### src/rtl/lab2_proc_muldiv_iter.sv
// Iterative multiply/divide unit: one bit per cycle over W cycles, with a
// valid/ready request port and a valid/ready response port.
module lab2_proc_muldiv_iter #(
  parameter int W  = 32,
  parameter int CW = $clog2(W+1)
) (
  input  logic         clk,
  input  logic         reset_n,
  input  logic         req_val,
  output logic         req_rdy,
  input  logic [2:0]   req_fn,
  input  logic [W-1:0] req_a,
  input  logic [W-1:0] req_b,
  output logic         resp_val,
  input  logic         resp_rdy,
  output logic [W-1:0] resp_msg
);

  typedef enum logic [1:0] {IDLE, CALC, DONE} state_e;

  localparam logic [2:0] FN_MUL  = 3'd0;
  localparam logic [2:0] FN_DIV  = 3'd1;
  localparam logic [2:0] FN_DIVU = 3'd2;
  localparam logic [2:0] FN_REM  = 3'd3;
  localparam logic [2:0] FN_REMU = 3'd4;

  function automatic logic [W-1:0] magnitude(input logic [W-1:0] x);
    return x[W-1] ? (~x + W'(1)) : x;
  endfunction

  state_e        state_q, state_d;
  logic [2:0]    fn_q, fn_d;
  logic [W-1:0]  a_q, a_d;          // multiplicand, or dividend shifting into quotient
  logic [W-1:0]  b_q, b_d;          // multiplier, or divisor magnitude
  logic [W:0]    acc_q, acc_d;      // product accumulator, or partial remainder
  logic [W-1:0]  result_q, result_d;
  logic [CW-1:0] cnt_q, cnt_d;
  logic          neg_quo_q, neg_quo_d;
  logic          neg_rem_q, neg_rem_d;

  logic          div_mode;
  logic [W:0]    rem_shift;
  logic [W:0]    acc_step;
  logic [W-1:0]  a_step;
  logic [W-1:0]  b_step;
  logic [W-1:0]  final_res;

  // One iteration of either shift-add multiply or restoring division.
  always_comb begin
    div_mode  = fn_q inside {FN_DIV, FN_DIVU, FN_REM, FN_REMU};
    rem_shift = {acc_q[W-1:0], a_q[W-1]};
    acc_step  = acc_q;
    a_step    = a_q;
    b_step    = b_q;
    if (div_mode) begin
      if (rem_shift >= {1'b0, b_q}) begin
        acc_step = rem_shift - {1'b0, b_q};
        a_step   = {a_q[W-2:0], 1'b1};
      end else begin
        acc_step = rem_shift;
        a_step   = {a_q[W-2:0], 1'b0};
      end
    end else begin
      acc_step = acc_q + (b_q[0] ? {1'b0, a_q} : '0);
      a_step   = a_q << 1;
      b_step   = b_q >> 1;
    end
  end

  // Result formed from the last iteration's outputs, with sign correction.
  // A zero divisor yields an all-ones quotient and the dividend as remainder.
  always_comb begin
    final_res = '0;
    case (fn_q)
      FN_MUL:  final_res = acc_step[W-1:0];
      FN_DIV:  final_res = (b_q == '0) ? '1 : (neg_quo_q ? -a_step : a_step);
      FN_DIVU: final_res = a_step;
      FN_REM:  final_res = neg_rem_q ? -acc_step[W-1:0] : acc_step[W-1:0];
      FN_REMU: final_res = acc_step[W-1:0];
      default: final_res = '0;
    endcase
  end

  always_comb begin
    // NOTE: every next-state signal gets a default first so no latch is inferred.
    state_d   = state_q;
    fn_d      = fn_q;
    a_d       = a_q;
    b_d       = b_q;
    acc_d     = acc_q;
    result_d  = result_q;
    cnt_d     = cnt_q;
    neg_quo_d = neg_quo_q;
    neg_rem_d = neg_rem_q;
    case (state_q)
      IDLE: begin
        if (req_val) begin
          state_d  = CALC;
          fn_d     = req_fn;
          acc_d    = '0;
          result_d = '0;
          cnt_d    = CW'(W);
          if (req_fn == FN_DIV || req_fn == FN_REM) begin
            a_d       = magnitude(req_a);
            b_d       = magnitude(req_b);
            neg_quo_d = req_a[W-1] ^ req_b[W-1];
            neg_rem_d = req_a[W-1];
          end else begin
            a_d       = req_a;
            b_d       = req_b;
            neg_quo_d = 1'b0;
            neg_rem_d = 1'b0;
          end
        end
      end
      CALC: begin
        a_d   = a_step;
        b_d   = b_step;
        acc_d = acc_step;
        cnt_d = cnt_q - CW'(1);
        if (cnt_q == CW'(1)) begin
          state_d  = DONE;
          result_d = final_res;
        end
      end
      DONE: begin
        if (resp_rdy) begin
          state_d  = IDLE;
          result_d = '0;
        end
      end
      default: state_d = IDLE;
    endcase
  end

  always_ff @(posedge clk) begin
    // NOTE: synchronous reset clears all state; sequential updates use <= only.
    if (!reset_n) begin
      state_q   <= IDLE;
      fn_q      <= '0;
      a_q       <= '0;
      b_q       <= '0;
      acc_q     <= '0;
      result_q  <= '0;
      cnt_q     <= '0;
      neg_quo_q <= 1'b0;
      neg_rem_q <= 1'b0;
    end else begin
      state_q   <= state_d;
      fn_q      <= fn_d;
      a_q       <= a_d;
      b_q       <= b_d;
      acc_q     <= acc_d;
      result_q  <= result_d;
      cnt_q     <= cnt_d;
      neg_quo_q <= neg_quo_d;
      neg_rem_q <= neg_rem_d;
    end
  end

  assign req_rdy  = (state_q == IDLE);
  assign resp_val = (state_q == DONE);
  assign resp_msg = resp_val ? result_q : '0;

endmodule

### config.mk
export PLATFORM = sky130hd
export DESIGN_NAME = lab2_proc_muldiv_iter
export DESIGN_NICKNAME = d
export VERILOG_FILES = /design/src/rtl/lab2_proc_muldiv_iter.sv
export SDC_FILE = /design/constraint.sdc
export NUM_CORES = 1
export LEC_CHECK = 0
export CAP_MARGIN = 20
export CORE_MARGIN = 2
export CORE_UTILIZATION = 40
export DETAILED_ROUTE_END_ITERATION = 12
export PLACE_DENSITY_LB_ADDON = 0.25
export SYNTH_ARGS = -nofsm -noshare
export SYNTH_HDL_FRONTEND = slang
export SYNTH_SLANG_ARGS = --single-unit
### constraint.sdc
create_clock -name clk -period 6.8 [get_ports clk]
set_input_delay 1.36 -clock clk [delete_from_list [all_inputs] [get_ports clk]]
set_output_delay 1.36 -clock clk [all_outputs]
set_load 0.01 [all_outputs]
==> results.json <==
{
  "h-tree-depth": 4,
  "wl_met3_mm": 5.24,
  "async_reset_ff_share_pct": 0,
  "clock_skew_ns": 0.00964,
  "vias": 16400,
  "final_max_slew_viol_count": 0,
  "overflow": 0,
  "area_growth_pct": 14.0,
  "core_area_um2": 35500,
  "clk_path_buf_depth": 2,
  "setup_viol": 0,
  "switching_share_pct": 46.9,
  "insertion_delay_ns": 0.46,
  "syn-num-nets": 2211,
  "netlist_area_um2": 14300,
  "initial_core_util_pct": 40.4,
  "p_per_area_nw_per_um2": 235,
  "drtIter0Drc": 2140,
  "drc": 0,
  "drive_gt1_share_pct": 5.84,
  "maxCapViolCount": 0,
  "synth_fa_ha_area_share_pct": 6.39,
  "rsz0062_at_grt": "false",
  "synth_cell_type_count": 94,
  "min_path_type": "flip-flop to flip-flop",
  "die_x_um": 193,
  "outcome": "finished, final reports clean",
  "setup.worst_path.end_class": "flip-flop",
  "dr.pass1.iters": 7,
  "p_switching_mw": 1.80,
  "hold_viol": 0,
  "cts_tree": "yes",
  "ys_top_cells_by_count": "a21oi_1, nor2_1, nand2_1, dfxtp_1, clkbuf_1",
  "ys_warn_count": 0,
  "synth-seq-cells": 141,
  "yosysSeqAreaShare_pct": 19.7,
  "synth_edf_count": 0,
  "die-area_um2": 37400,
  "ios": 105,
  "synth_most_common_cell": "a21oi_1",
  "clkSinkCount": 141,
  "muxShareOfSynthArea_pct": 0.933,
  "cp_slowest_stage_delay_ns": 0.91,
  "cts_root_buf": "clkbuf_16",
  "place_congestion": 0.988,
  "ant_nets": 0,
  "synth_area_leaders": "dfxtp_1, a21oi_1, ha_1",
  "internal-power_mw": 2.04,
  "irDropWorstVdd_v": 0.000195,
  "n_fill_cell": 3688,
  "rows": 69,
  "synth_top_family_by_area": "compound AO/OA/AOI/OAI gates",
  "final-seq-area_um2": 2820,
  "totalPowerFinal_mw": 3.84,
  "synth_compound_area_share_pct": 33.1,
  "multi_input_area_um2": 10800,
  "crit_type": "flip-flop to flip-flop",
  "post_cts_buffers": 0,
  "wl_per_cell_um": 23.0,
  "worstMarginPinSlew_ns": 1.13,
  "synthSimpleGateAreaFrac_pct": 27.9,
  "final_area_um2": 16300,
  "seqPwrFrac_pct": 26.1,
  "path_cells": "inv_1 -> ha_1 -> nand4_1 -> nor3_1 -> a31o_1 -> nor2_2 -> a21oi_2 -> inv_1 -> ha_1 -> nand2_1 -> nor3_1 -> o21ai_0 -> nand2_1 -> a2111oi_0 -> o21a_1 -> a31oi_1",
  "wl_met1_mm": 26.7,
  "max_freq_ghz": 0.180,
  "grt_pass1_vias": 15000,
  "crit_required_ns": 7.14,
  "highest_layer": "met4",
  "grt_max_degree": 64,
  "drt-total-wl_mm": 59.1,
  "placed_cell_area_um2": 15700,
  "relSlewSlack_pct": 24.5,
  "met2_wirelength_mm": 24.8,
  "vias_per_cell": 6.38,
  "numCtsBuffers": 17,
  "yosysTopAreaCellShare_pct": 19.7,
  "final.period_utilization_pct": 81.8,
  "cp.arrival_ns": 5.90,
  "setup_tns_ns": 0,
  "synth_ff_type": "dfxtp_1",
  "start_kind": "flip-flop",
  "cts_resized": 0,
  "grt_usage_pct": 30.7,
  "synthXorXnorAreaFrac_pct": 6.41,
  "grt_pass1_wl_mm": 90.6,
  "path_clk_slew_ns": 0.07,
  "crit_slowest_cell": "a2111oi_0",
  "die_y_um": 193,
  "fin_nets": 2235,
  "p_leak_nw": 6.24,
  "post-route-min-period_ns": 5.56,
  "portBuffers": 104,
  "synthCells": 2068,
  "syn_area_per_cell_um2": 6.94,
  "critPathMaxFanout": 13,
  "cts_hold_buf": 0,
  "dp_hpwl_mm": 45.4,
  "power.clock.fraction_pct": 24.8,
  "combPwrFrac_pct": 49.1,
  "antenna_found_initial": 2,
  "synth_top_cell_by_area": "dfxtp_1"
}
## area by class of cell
class / count / area share, %
multi-input combinational: 1726 / 66.0
sequential: 141 / 17.3
timing repair buffer: 139 / 8.14
tap: 461 / 3.53
clock buffer: 18 / 2.69
inverter: 67 / 1.55
clock inverter: 14 / 0.811
antenna: 1 / 0.0153
## critical path, delay by kind of cell, from the launching register on
family	cells	cell delay, ns
AOI/OAI and AO/OA	6	2.36
adders and majority gates	2	0.80
and+or+nand+nor	6	1.40
buffers and inverters	2	0.48
DFF	1	0.39
## power by group through the flow
stage	logic (mW)	registers [mW]	clock network [mW]
after floorplan	1.26	0.954	0
final	1.88	1.00	0.952
after detailed placement	1.81	1.02	0
after CTS	1.82	1.00	0.956
after global routing	2.02	1.01	0.991
after global placement	1.80	1.02	0
## routing by layer
layer	track usage (%)	up-vias
met1	43.9	7743
met2	45.5	811
met5	0	-
met4	12.8	0
li1	-	7691
met3	5.13	138
## stage by stage
stage | util (%) | instances | worst slack (ns) | hold WS (ns)
final | 46.1 | 2567 | 1.24 | 0.450
after global routing | 46.1 | 2566 | 1.02 | 0.476
after CTS | 46.0 | 2565 | 1.16 | 0.453
after detailed placement | 44.4 | 2533 | 1.22 | 0.437
after global placement | 44.3 | 2532 | 1.38 | 0.428
after floorplan | - | 2068 | 2.43 | 0.417
## logic make-up after synthesis
| kind of cell | Yosys count |
|---|---|
| xor+xnor | 105 |
| compound gates | 724 |
| mux | 13 |
| fa+ha+maj | 72 |
| buf+inv | 201 |
| simple gates | 812 |
| flops | 141 |
## cell usage in the layout (no fill, tap or decap), drive strengths merged, types with 35 or more instances in the layout
cell type	synthesis	layout
clkdlybuf4s50	0	104
nor3	64	64
nand3	63	63
o21ai	124	124
a22oi	47	47
a211oi	49	49
a21oi	232	232
xnor2	55	55
inv	67	72
and2	85	85
a31oi	55	55
nand2	200	200
ha	70	70
dfxtp	141	141
nor2	223	223
xor2	50	50
buf	23	35
## worst paths after layout
check | from | endpoint | slack (ns) | cells after the start
setup / recovery | b_q[26] | result_q[16] | 1.24 | 16
hold / removal | result_q[14] | result_q[14] | 0.45 | 2
setup reg to reg | b_q[26] | result_q[16] | 1.24 | 16
hold reg to reg | result_q[14] | result_q[14] | 0.45 | 2
## registers in the layout (all words and copies together) (netlist names)
name	flops
a_q	32
state_q	2
fn_q	3
acc_q	32
cnt_q	6
result_q	32
b_q	32
neg_quo_q	1
neg_rem_q	1
Power figures use the tool's default switching activity.
